File: config.mk
export PLATFORM = sky130hd
export DESIGN_NAME = fixed_to_float_seq
export DESIGN_NICKNAME = d
export VERILOG_FILES = /design/src/rtl/fxfl_pkg.sv /design/src/rtl/fxfl_round.sv /design/src/rtl/fixed_to_float_seq.sv
export SDC_FILE = /design/constraint.sdc
export NUM_CORES = 1
export LEC_CHECK = 0
export ABC_CLOCK_PERIOD_IN_PS = 3700
export CORE_MARGIN = 1
export CORE_UTILIZATION = 56
export DETAILED_ROUTE_END_ITERATION = 10
export GPL_TIMING_DRIVEN = 1
export PLACE_DENSITY = 0.8
export SYNTH_ARGS = -nofsm -noshare
export SYNTH_HDL_FRONTEND = slang
export SYNTH_SLANG_ARGS = --single-unit
File: constraint.sdc
create_clock -name clk -period 3.7 [get_ports clk]
set_input_delay 0.74 -clock clk [delete_from_list [all_inputs] [get_ports clk]]
set_output_delay 0.74 -clock clk [all_outputs]
set_load 0.05 [all_outputs]
File: src/rtl/fxfl_pkg.sv
// Shared types and helpers for the sequential fixed-to-float converter.
// Latency: none (types and constant functions only).
// Backpressure: not applicable.
package fxfl_pkg;

   // Conversion FSM states, in the order an operand visits them.
   typedef enum logic [2:0] {
      IDLE  = 3'd0,
      LOAD  = 3'd1,
      NORM  = 3'd2,
      ROUND = 3'd3,
      DONE  = 3'd4
   } fxfl_state_e;

   // Rounding applied to the bits that fall below the stored mantissa.
   typedef enum logic {
      RND_TRUNC = 1'b0,
      RND_RNE   = 1'b1
   } rnd_mode_e;

   // Exponent bias for an ew-bit biased exponent field.
   function automatic int bias(input int ew);
      return (1 << (ew - 1)) - 1;
   endfunction

endpackage

File: src/rtl/fxfl_round.sv
// Packs a normalised magnitude into {sign, exponent, mantissa} with rounding and range limits.
// Latency: combinational.
// Backpressure: none; the caller samples the outputs when it needs them.
module fxfl_round
   import fxfl_pkg::*;
#(
   parameter int IW = 8,
   parameter int FW = 8,
   parameter int EW = 5,
   parameter int MW = 10,
   parameter int KW = $clog2(IW + FW)
) (
   input  logic [IW+FW-1:0] mag,
   input  logic [KW-1:0]    k,
   input  logic             sign,
   input  rnd_mode_e        mode,
   output logic [EW+MW:0]   flt,
   output logic             ovf
);

   localparam int W       = IW + FW;
   localparam int BIAS    = bias(EW);
   // Biased exponent of a magnitude whose leading one sits in bit W-1.
   localparam int EXP_TOP = (IW - 1) + BIAS;
   // Exponent field value reserved for infinity.
   localparam int EXP_MAX = (1 << EW) - 1;

   // Two spare bits keep both the underflow and overflow compares exact.
   typedef logic signed [EW+1:0] exp_t;

   // Bits below the hidden one, zero-padded so a mantissa plus guard always exists.
   logic [W+MW-1:0] pad;
   logic [MW-1:0]   mant;
   logic            guard;
   logic            sticky;
   logic            rnd_up;
   logic [MW:0]     mant_inc;
   logic [MW-1:0]   mant_fin;
   exp_t            e_raw;
   exp_t            e_fin;

   assign pad    = {mag[W-2:0], {(MW + 1){1'b0}}};
   assign mant   = pad[W+MW-1 -: MW];
   assign guard  = pad[W-1];
   assign sticky = |pad[W-2:0];

   // Round-to-nearest-even bumps on more than half, or exactly half with an odd lsb.
   assign rnd_up   = (mode == RND_RNE) & guard & (sticky | mant[0]);
   assign mant_inc = {1'b0, mant} + {{MW{1'b0}}, rnd_up};
   // On a carry-out the low bits are already zero, so the mantissa needs no fix-up.
   assign mant_fin = mant_inc[MW-1:0];

   assign e_raw = exp_t'(EXP_TOP) - exp_t'(k);
   assign e_fin = e_raw + exp_t'(mant_inc[MW]);

   // Select normal result, flush-to-zero or saturate-to-infinity.
   always_comb begin
      flt = {sign, e_fin[EW-1:0], mant_fin};
      ovf = 1'b0;
      // An un-normalised magnitude can only be zero; no subnormals are produced.
      if (!mag[W-1] || (e_fin <= exp_t'(0))) begin
         flt = {sign, {(EW + MW){1'b0}}};
      end else if (e_fin >= exp_t'(EXP_MAX)) begin
         flt = {sign, {EW{1'b1}}, {MW{1'b0}}};
         ovf = 1'b1;
      end
   end

endmodule

File: src/rtl/fixed_to_float_seq.sv
// Sequential two's-complement IW.FW fixed-point to {sign, EW exponent, MW mantissa} float converter.
// Latency: capture edge to ack is k+3 cycles (k = leading zeros of |fix_in|), 1 cycle for zero, W+2 worst case.
// Backpressure: start is edge-triggered; edges while busy are dropped, never queued.
module fixed_to_float_seq
   import fxfl_pkg::*;
#(
   parameter int IW = 8,
   parameter int FW = 8,
   parameter int EW = 5,
   parameter int MW = 10
) (
   input  logic               clk,
   input  logic               reset,
   input  logic               start,
   input  logic               rnd_mode,
   input  logic [IW+FW-1:0]   fix_in,
   output logic [EW+MW:0]     flt_out,
   output logic               ack,
   output logic               busy,
   output logic               ovf
);

   localparam int W  = IW + FW;
   // k never exceeds W-1 because a zero magnitude bypasses normalisation.
   localparam int KW = $clog2(W);

   fxfl_state_e     state;
   logic            start_q;
   logic            start_edge;
   logic [W-1:0]    fix_r;
   rnd_mode_e       mode_r;
   logic            sign_r;
   logic [W-1:0]    mag;
   logic [W-1:0]    mag_ld;
   logic [KW-1:0]   k;
   logic [EW+MW:0]  rnd_flt;
   logic            rnd_ovf;

   assign start_edge = start & ~start_q;

   // The most negative operand negates to 2^(W-1), which is the right unsigned magnitude.
   assign mag_ld = fix_r[W-1] ? (~fix_r + 1'b1) : fix_r;

   fxfl_round #(
      .IW (IW),
      .FW (FW),
      .EW (EW),
      .MW (MW),
      .KW (KW)
   ) u_round (
      .mag  (mag),
      .k    (k),
      .sign (sign_r),
      .mode (mode_r),
      .flt  (rnd_flt),
      .ovf  (rnd_ovf)
   );

   // Conversion FSM: capture, take magnitude, shift one bit per cycle, round, report.
   always_ff @(posedge clk or negedge reset) begin
      if (!reset) begin
         state   <= IDLE;
         start_q <= 1'b0;
         fix_r   <= '0;
         mode_r  <= RND_TRUNC;
         sign_r  <= 1'b0;
         mag     <= '0;
         k       <= '0;
         flt_out <= '0;
         ack     <= 1'b0;
         busy    <= 1'b0;
         ovf     <= 1'b0;
      end else begin
         // Tracked every cycle so an edge that arrives while busy is consumed, not deferred.
         start_q <= start;
         case (state)
            IDLE: begin
               if (start_edge) begin
                  fix_r  <= fix_in;
                  mode_r <= rnd_mode_e'(rnd_mode);
                  busy   <= 1'b1;
                  state  <= LOAD;
               end
            end
            LOAD: begin
               sign_r <= fix_r[W-1];
               mag    <= mag_ld;
               k      <= '0;
               if (mag_ld == '0) begin
                  // Zero skips normalisation and always reports positive zero.
                  flt_out <= '0;
                  ovf     <= 1'b0;
                  ack     <= 1'b1;
                  state   <= DONE;
               end else begin
                  state <= NORM;
               end
            end
            NORM: begin
               if (!mag[W-1]) begin
                  mag <= {mag[W-2:0], 1'b0};
                  k   <= k + 1'b1;
               end else begin
                  state <= ROUND;
               end
            end
            ROUND: begin
               flt_out <= rnd_flt;
               ovf     <= rnd_ovf;
               ack     <= 1'b1;
               state   <= DONE;
            end
            DONE: begin
               ack   <= 1'b0;
               busy  <= 1'b0;
               state <= IDLE;
            end
            default: begin
               state <= IDLE;
            end
         endcase
      end
   end

endmodule
==> summary.txt <==
Final layout
  • Commonest non-fill, non-tap cells in the layout: 61 x dfrtp_1, 41 x nand2_1, 37 x clkdlybuf4s50_1
  • Final instance area: approximately 0.0041 mm2
  • Post-layout util: 69.3%
  • Final Non-Filler Cells: around 470
  • Leading cell type in the layout, fill and taps excluded: dfrtp_1
  • Final net count: 413
  • Area of the multi-input gates: approximately 0.0019 mm2
  • Sequential cell area: 0.00153 mm2
  • Layout cell share with drive strength beyond 1: roughly 15%
  • ANT cells: 0
  • Area growth from synthesis to layout: 18.5%
  • FILL cells: 484

Clocking
  • Clock Latency Late Sink: 0.35 ns
  • Clock Tree Buf Depth: 2
  • Post-CTS Setup Bufs: 0
  • Gates resized, CTS repair: 0
  • TritonCTS clock tree: done
  • Hold_buf cts: 0
  • Clock Sinks: 61
  • CTS Buf Count: 9
  • Clock root buffer master: clkbuf_8
  • CTS HTree Levels: 3
  • Reg clk slew, reported paths: 0.08 ns

Timing
  • Max Fclk: 341 MHz
  • Final TNS setup: 0 ns
  • Fin. Hold Viols: 0
  • RSZ-0062 raised after global routing: no
  • Min cycle time layout: 2.93 ns
  • Setup Viol. Count Final: 0
  • Final Cycle Share: between 70% and 80%
  • Worst-Margin Slew: 1.06 ns
  • Max Slew Vio Count: 0
  • Worst Skew: between 0.01 and 0.015 ns
  • Slew margin rel.: slightly below 30%

Worst hold path
  • Worst hold path class: primary input to asynchronous set/reset pin

Global route
  • Total Routing Usage GR: between 20 and 25%
  • Via count of the first global-routing pass: between 2,000 and 3,000
  • First-pass GRT wire length: 12,300 um
  • Maximum number of pins on one net before global-route repair: 36
  • Overflow after GRT: 0
  • Initial antenna violation count: 0

Synthesis
  • Top_reg_cell synth: dfrtp_1
  • Synthesized instance count: 352
  • Ys async rst share: 100%
  • Post-synth EDFFs: 0
  • Syn nets: 378
  • Register bit count reported by yosys: a little over 60
  • Netlist cell types: 60
  • Register area share after synthesis: ~44%
  • Synth Area per Inst: 9.90 um2
  • Synth Warn #: 0
  • Cell Area, Synth: 0.00348 mm2

Critical path
  • Critical path cell sequence: and3_1, ha_1, nand3_1, nor2_1, and3_1, ha_1, ha_1, xnor2_1, mux2i_1, nor4bb_1, o21ai_0, o211ai_1, buf_4, o22ai_1
  • Crit-path slowest cell: dfrtp_1
  • Crit path max-delay family: simple AND/OR/NAND/NOR gates
  • Top cell by count, worst path: ha_1
  • Critical Path Start Type: register
  • Setup crit end kind: register
  • Crit path DAT: 3.13 ns
  • Critical Path RT: between 3 and 4 ns
  • Worst Setup Path Type: register to register
  • Crit path largest cell delay: 0.42 ns
  • Crit path max fanout: 10
  • CP bufs+invs: 1

Placement
  • Cell area after placement: 0.00391 mm2
  • PortBufs: 38
  • Post-Place Cells: 451
  • Post-DP HPWL: 5170 um
  • Placer congestion estimate: 0.851

Power
  • Pwr dens: ~900 mW/mm2
  • Pleak: roughly 1.7 nW
  • Total power: approximately 3.7 mW
  • Peak VDD IR: 0.502 mV

Job
  • Max-cap viol count: 0

Route
  • Drt via density: about 6
  • Drc violations: 0
  • Initial DRT Pass Iterations: 4
  • Initial DRC count: about 210
  • Routed Antenna Nets: 0
  • Vias: 2,790
  • Total wire length: a little over 7000 um
  • DR WL/cell: 15.6 um

Die
  • Die area: approximately 0.0065 mm2
  • DIE WIDTH: 80.9 um
  • Core ar.: 0.00596 mm2
  • Core Rows: 28
  • Top Ports: 39
  • Die Y: about 81 um
  • Initial core utilization: 58.5%

Outcome
  • Status: complete, no violations
## cell usage after synthesis (all sizes together) (3+ instances only)
library cell / n / area (um2)
dfrtp: 61 / 1530
nand2: 41 / 154
o21ai: 29 / 145
mux2: 20 / 225
nor2: 20 / 75.1
xor2: 16 / 140
a22oi: 15 / 113
clkbuf: 14 / 52.6
o22ai: 11 / 68.8
nand3: 10 / 50.1
inv: 8 / 30.0
xnor2: 8 / 70.1
a21oi: 7 / 38.8
nor2b: 7 / 43.8
ha: 6 / 75.1
nor4: 6 / 58.8
and3: 5 / 31.3
buf: 4 / 23.8
mux2i: 4 / 40.0
nand4: 4 / 25.0
o31ai: 4 / 35.0
a211oi: 3 / 22.5
a21o: 3 / 22.5
nor3: 3 / 26.3
nor3b: 3 / 22.5
o211ai: 3 / 22.5
## sequential cells by signal (all words and copies together) (netlist names)
name and flops:
mag 16, start_q 1, ovf 1, k 4, state 3, ack 1
flt_out 16, sign_r 1, mode_r 1, busy 1, fix_r 16
## path summary, 6_finish.rpt
path | from | endpoint | depth (start not counted) | slack [ns]
worst max-delay path | mag[5]$_DFFE_PN0P_ | flt_out[9]$_DFFE_PN0P_ | 14 | 0.77
worst min-delay path | reset | flt_out[12]$_DFFE_PN0P_ | 1 | 0.47
worst max register to register | mag[5]$_DFFE_PN0P_ | flt_out[9]$_DFFE_PN0P_ | 14 | 0.77
worst min register to register | busy$_DFFE_PN0P_ | busy$_DFFE_PN0P_ | 2 | 0.48
max in group asynchronous | reset | mag[1]$_DFFE_PN0P_ | 2 | 2.37
min in group clk | busy$_DFFE_PN0P_ | busy$_DFFE_PN0P_ | 2 | 0.48
## per-stage QoR
step	setup WS, ns	hold slack, ns
floorplan	0.863	0.438
global placement	0.871	0.458
detailed placement	0.792	0.465
CTS	0.786	0.481
global route	0.446	0.519
finish	0.769	0.473
## area by class of cell
| type | count | area share [%] |
|---|---|---|
| Multi-Input combinational cell | 265 | 45.0 |
| Sequential cell | 61 | 37.0 |
| Timing Repair Buffer | 42 | 9.82 |
| Clock buffer | 10 | 3.09 |
| Tap cell | 75 | 2.27 |
| Clock inverter | 6 | 2.12 |
| Inverter | 8 | 0.727 |
## metal layers
metal | global-route usage (%) | part of all wire (%) | routed length, um | up-vias
li1 | - | - | - | 1371
met1 | 33.0 | 46 | 3360 | 1346
met2 | 38.8 | 48 | 3500 | 56
met3 | 5.17 | 2.8 | 206 | 17
met4 | 12.1 | 2.9 | 208 | 0
met5 | 0 | 0 | 0 | -
## report_power, final
group	switching (mW)	leakage, nW	internal [mW]
registers	0.402	0.745	0.948
logic	0.949	0.890	0.743
clock network	0.273	0.0985	0.378
total	1.62	1.73	2.07
## cells by family after synthesis
logic type,after synthesis,synth area share (%)
multiplexers,24,7.61
flip-flops,61,43.8
adder cells (fa/ha/maj),6,2.15
AND/OR/NAND/NOR,118,18.7
AO/OA/AOI/OAI,93,18.6
XOR/XNOR,24,6.03
buffers and inverters,26,3.05
Note: power is estimated with default switching activity, not from simulation.
